[config.mk]
export PLATFORM = sky130hd
export DESIGN_NAME = stage_d
export DESIGN_NICKNAME = d
export VERILOG_FILES = /design/src/rtl/stage_d.sv
export SDC_FILE = /design/constraint.sdc
export NUM_CORES = 2
export LEC_CHECK = 0
export ABC_AREA = 1
export BUFFER_PORTS_ARGS = -buffer_cell sky130_fd_sc_hd__buf_2
export CAP_MARGIN = 25
export CORE_ASPECT_RATIO = 0.6
export CORE_MARGIN = 8
export CORE_UTILIZATION = 25
export DETAILED_ROUTE_END_ITERATION = 12
export PLACE_DENSITY = 0.5
export REMOVE_ABC_BUFFERS = 1
export SLEW_MARGIN = 20
export SYNTH_ARGS = -nofsm -noshare
export SYNTH_HDL_FRONTEND = slang
export SYNTH_SLANG_ARGS = --single-unit
[constraint.sdc]
create_clock -name clock -period 3 [get_ports clock]
set_input_delay 0.45 -clock clock [delete_from_list [all_inputs] [get_ports clock]]
set_output_delay 0.45 -clock clock [all_outputs]
set_load 0.03 [all_outputs]
[src/rtl/stage_d.sv]
// Decode / register-read stage: decodes MIPS-I fields, reads the 32x32 GPR file and
// presents a registered bundle to execute; load-use hazards are resolved by a fetch restart.
module stage_d #(
  parameter int    debug   = 0,
  parameter string RF_INIT = ""
) (
  input  logic        clock,
  input  logic        reset_n,
  input  logic        i_valid,
  input  logic [31:0] i_instr,
  input  logic [31:0] i_pc,
  input  logic [31:0] i_npc,
  input  logic        kill,
  input  logic        wb_en,
  input  logic [4:0]  wb_rd,
  input  logic [31:0] wb_data,
  output logic        d_valid,
  output logic [31:0] d_pc,
  output logic [31:0] d_npc,
  output logic [31:0] d_instr,
  output logic [31:0] d_op1,
  output logic [31:0] d_op2,
  output logic [31:0] d_simm,
  output logic [31:0] d_target,
  output logic [4:0]  d_wbr,
  output logic        d_is_load,
  output logic        d_is_store,
  output logic        d_is_branch,
  output logic        d_restart,
  output logic [31:0] d_restart_pc
);

  // Trace printing and file preload live in simulation wrappers, not in this view.
  if (debug != 0 || RF_INIT != "") begin : g_sim_hooks
  end

  logic [31:0] rf [32];

  logic [5:0]  op;
  logic [5:0]  funct;
  logic [4:0]  rs;
  logic [4:0]  rt;
  logic [4:0]  rd;
  logic        is_special;
  logic        is_regimm;
  logic        is_load;
  logic        is_store;
  logic        is_branch;
  logic        is_jr;
  logic        uses_rt;
  logic [4:0]  wbr;
  logic [31:0] op1_val;
  logic [31:0] op2_val;
  logic        hz;

  assign op    = i_instr[31:26];
  assign rs    = i_instr[25:21];
  assign rt    = i_instr[20:16];
  assign rd    = i_instr[15:11];
  assign funct = i_instr[5:0];

  always_comb begin
    is_special = (op == 6'h00);
    is_regimm  = (op == 6'h01);
    is_jr      = is_special && (funct == 6'h08);
    is_load    = (op[5:3] == 3'b100) && (op != 6'h27);
    is_store   = (op == 6'h28) || (op == 6'h29) || (op == 6'h2a) ||
                 (op == 6'h2b) || (op == 6'h2e);
    is_branch  = ((op >= 6'h01) && (op <= 6'h07)) ||
                 (is_special && ((funct == 6'h08) || (funct == 6'h09)));
    uses_rt    = is_special || (op == 6'h04) || (op == 6'h05) || is_store;

    wbr = 5'd0;
    if (is_special && !is_jr)
      wbr = rd;
    else if ((op == 6'h03) || (is_regimm && ((rt == 5'd16) || (rt == 5'd17))))
      wbr = 5'd31;
    else if ((op[5:3] == 3'b001) || is_load)
      wbr = rt;
  end

  // Write-through: a same-cycle writeback is visible to the instruction being decoded.
  always_comb begin
    op1_val = '0;
    op2_val = '0;
    if (rs != 5'd0)
      op1_val = (wb_en && (wb_rd == rs)) ? wb_data : rf[rs];
    if (rt != 5'd0)
      op2_val = (wb_en && (wb_rd == rt)) ? wb_data : rf[rt];
  end

  assign hz = i_valid && d_valid && d_is_load && (d_wbr != 5'd0) &&
              ((d_wbr == rs) || (uses_rt && (d_wbr == rt)));

  // The register file is never reset; r0 is never written and always reads as zero.
  always_ff @(posedge clock) begin
    if (wb_en && (wb_rd != 5'd0))
      rf[wb_rd] <= wb_data;
  end

  always_ff @(posedge clock) begin
    if (!reset_n) begin
      d_valid      <= 1'b0;
      d_pc         <= '0;
      d_npc        <= '0;
      d_instr      <= '0;
      d_op1        <= '0;
      d_op2        <= '0;
      d_simm       <= '0;
      d_target     <= '0;
      d_wbr        <= '0;
      d_is_load    <= 1'b0;
      d_is_store   <= 1'b0;
      d_is_branch  <= 1'b0;
      d_restart    <= 1'b0;
      d_restart_pc <= '0;
    end else begin
      d_pc        <= i_pc;
      d_npc       <= i_npc;
      d_instr     <= i_instr;
      d_op1       <= op1_val;
      d_op2       <= op2_val;
      d_simm      <= {{16{i_instr[15]}}, i_instr[15:0]};
      d_target    <= {i_npc[31:28], i_instr[25:0], 2'b00};
      d_wbr       <= wbr;
      d_is_load   <= is_load;
      d_is_store  <= is_store;
      d_is_branch <= is_branch;
      if (kill) begin
        d_valid   <= 1'b0;
        d_restart <= 1'b0;
      end else if (hz) begin
        d_valid      <= 1'b0;
        d_restart    <= 1'b1;
        d_restart_pc <= i_pc;
      end else begin
        d_valid   <= i_valid;
        d_restart <= 1'b0;
      end
    end
  end

endmodule

==> impl_metrics.json <==
{
  "synth_area_leaders": "edfxtp_1 (53%), nand2_1 (13%), dfxtp_1 (6.9%)",
  "insertion_delay_ns": 0.81,
  "clockBufferDepth": 3,
  "synth_common_cells": "nand2_1 (1999), edfxtp_1 (1024), nand3_1 (644)",
  "vias": 50020,
  "cp.required_ns": 3.63,
  "area_growth_pct": 19.22,
  "drv_cap": 0,
  "status": "finished, final reports clean",
  "root_buffer": "clkbuf_16",
  "antenna_found_initial": 17,
  "synth_top_area_share_pct": 52.54,
  "p_leak_nw": 28.09,
  "drive_gt1_share_pct": 11.96,
  "hold_class": "input pin to register",
  "fp-row-count": 137,
  "drt-total-wl_um": 244600,
  "path_class": "register to register",
  "ant_nets": 0,
  "r2r_slack_ns": 0.77,
  "min_path_cells": 5,
  "power_density_nw_per_um2": 569.6,
  "synth_seq_cells": 1226,
  "grt_pass1_vias": 46620,
  "tightest_slew_ns": 0.8744,
  "ys_seq_area_share_pct": 59.45,
  "gp_congestion": 0.8082,
  "fp.dieH_um": 390.8,
  "io_pins": 404,
  "utilization_pct": 30.00,
  "syn_avg_cell_area_um2": 8.956,
  "die_area_um2": 250400,
  "post-route-period-util_pct": 74.37,
  "fill_cells": 24110,
  "drtIter0Drc": 6795,
  "worstSetupEndpointType": "register",
  "drc_errors": 0,
  "vias_per_cell": 4.955,
  "rsz0062_at_grt": "false",
  "finalClockSkew_ns": 0.1033,
  "start_kind": "register",
  "cts_tree": "built",
  "fin_crit_ns": 2.231,
  "slew_violations": 0,
  "drtPass1Iterations": 6,
  "syn-cell-area_um2": 58530,
  "arrival_ns": 2.86,
  "io_buffers": 401,
  "ir_drop_uv": 565.9,
  "finalSetupViolCount": 0,
  "grtUsageTotal_pct": 18.67,
  "grt_overflow": 0,
  "clock-sinks": 1226,
  "wl_per_cell_um": 24.23,
  "clk_pin_slew_ns": 0.07,
  "grt_pass1_wl_um": 343900,
  "synth_edf_count": 1024,
  "initial_core_util_pct": 25.16,
  "whs_ns": 0.06421,
  "cts_inserted_buffers": 119,
  "slew_headroom_pct": 41.70,
  "max_clock_freq_ghz": 0.4482,
  "hold_violations": 0,
  "cp_max_fo": 33,
  "yosysUniqueCellTypes": 35,
  "grt_max_degree": 102,
  "synthFlopType": "edfxtp_1",
  "die_x_um": 640.6,
  "hpwl_um": 139100,
  "reg2reg_depth": 8,
  "synth_async_sr_flop_share_pct": 0,
  "yosysMostFrequentCell": "nand2_1",
  "htree_levels": 3,
  "synthCells": 6535,
  "cts.repair.resized": 0,
  "fin_tns_setup_ns": 0,
  "yosysWarnings": 0,
  "nets": 6995,
  "synth_top_area_cell": "edfxtp_1",
  "core_area_um2": 232600
}
metal layers:
metal,global-route usage [%],share of wire [%]
met5,0,0
met4,5.832,3.4
met3,4.152,11
met2,27.92,43
met1,26.74,43
layout make-up:
| type | instances | area (µm²) | share of cell area [%] |
|---|---|---|---|
| timing repair buffer | 673 | 5240 | 7.510 |
| sequential | 1226 | 34790 | 49.87 |
| inverter | 630 | 2390 | 3.425 |
| antenna | 4 | 10.01 | 0.01435 |
| clock inverter | 57 | 802.0 | 1.149 |
| tap | 3127 | 3913 | 5.607 |
| clock buffer | 170 | 3352 | 4.804 |
| multi-input combinational | 4207 | 19270 | 27.62 |
final timing paths:
check / end / startpoint
min: d_restart_pc[17] / i_pc[17]
max: d_restart_pc[9] / d_wbr[2]
min reg2reg: d_restart_pc[19] / d_restart_pc[19]
max reg2reg: d_restart_pc[9] / d_wbr[2]
state kept, by name, summed over array words and instances, names as in the netlist, 5 cells and up:
| register | flops |
|---|---|
| d_restart_pc | 32 |
| rf | 1024 |
| d_wbr | 5 |
| d_op2 | 32 |
| d_op1 | 32 |
| d_npc | 32 |
| d_instr | 32 |
| d_pc | 32 |
report_power, final:
part           switching (mW)  internal (mW)  leakage (nW)
sequential              0.195           18.8          10.9
clock                    7.23           8.99          2.02
combinational            3.32           1.22          15.2
total                    10.7           29.0          28.1
critical path, stage by stage, from the launching register on:
cell and delay, ns:
dfxtp_1 0.67, xor2_1 0.34, nor2_1 0.17, nand3_1 0.13, nand2_2 0.14, buf_4 0.37
nand4_1 0.14, nand2_1 0.10, nor2_1 0.04
cells in the final DEF, fill, tap and decap left out, drive strengths merged, types with 5 or more instances in the layout:
cell         Yosys  final
clkbuf         154    171
nand2         2001   2001
dlygate4sd3      0     84
xor2             8      8
inv            626    631
nor3             7      7
xnor2            7      7
nor2           348    348
a21oi          500    500
o211ai         283    283
o21ai          300    300
clkinv           4     39
dfxtp          202    202
o21a            11     11
buf            351    588
nand3b           5      5
bufinv           0     13
conb             1     34
edfxtp        1024   1024
nand3          647    647
nand4           53     53
cell families (layout without fill, tap and decap cells):
family	Yosys count	in the layout	share of synthesized area [%]
other cells	1	38	0.006407
flops	1226	1226	59.45
buf+inv	1135	1530	8.290
simple gates	3062	3062	21.38
xor+xnor	15	15	0.2245
compound gates	1096	1096	10.65
stage by stage:
stage               std cells  setup slack (ns)  power [mW]  cell area, µm²
finish                  10090            0.7689       39.74           69770
global route            10090            0.5843       41.03           69770
CTS                     10090            0.7044       40.02           69760
detailed placement       9779            0.3877       23.76           64770
global placement         9779            0.4002       23.74           64770
floorplan                6063            -2.346       21.37           56170
timing repair:
action                    4_1_cts  5_1_grt
hold endpoints to repair       93        0
hold buffers                   84        0
buffers inserted                0        0
Note: power is estimated with default switching activity, not from simulation.
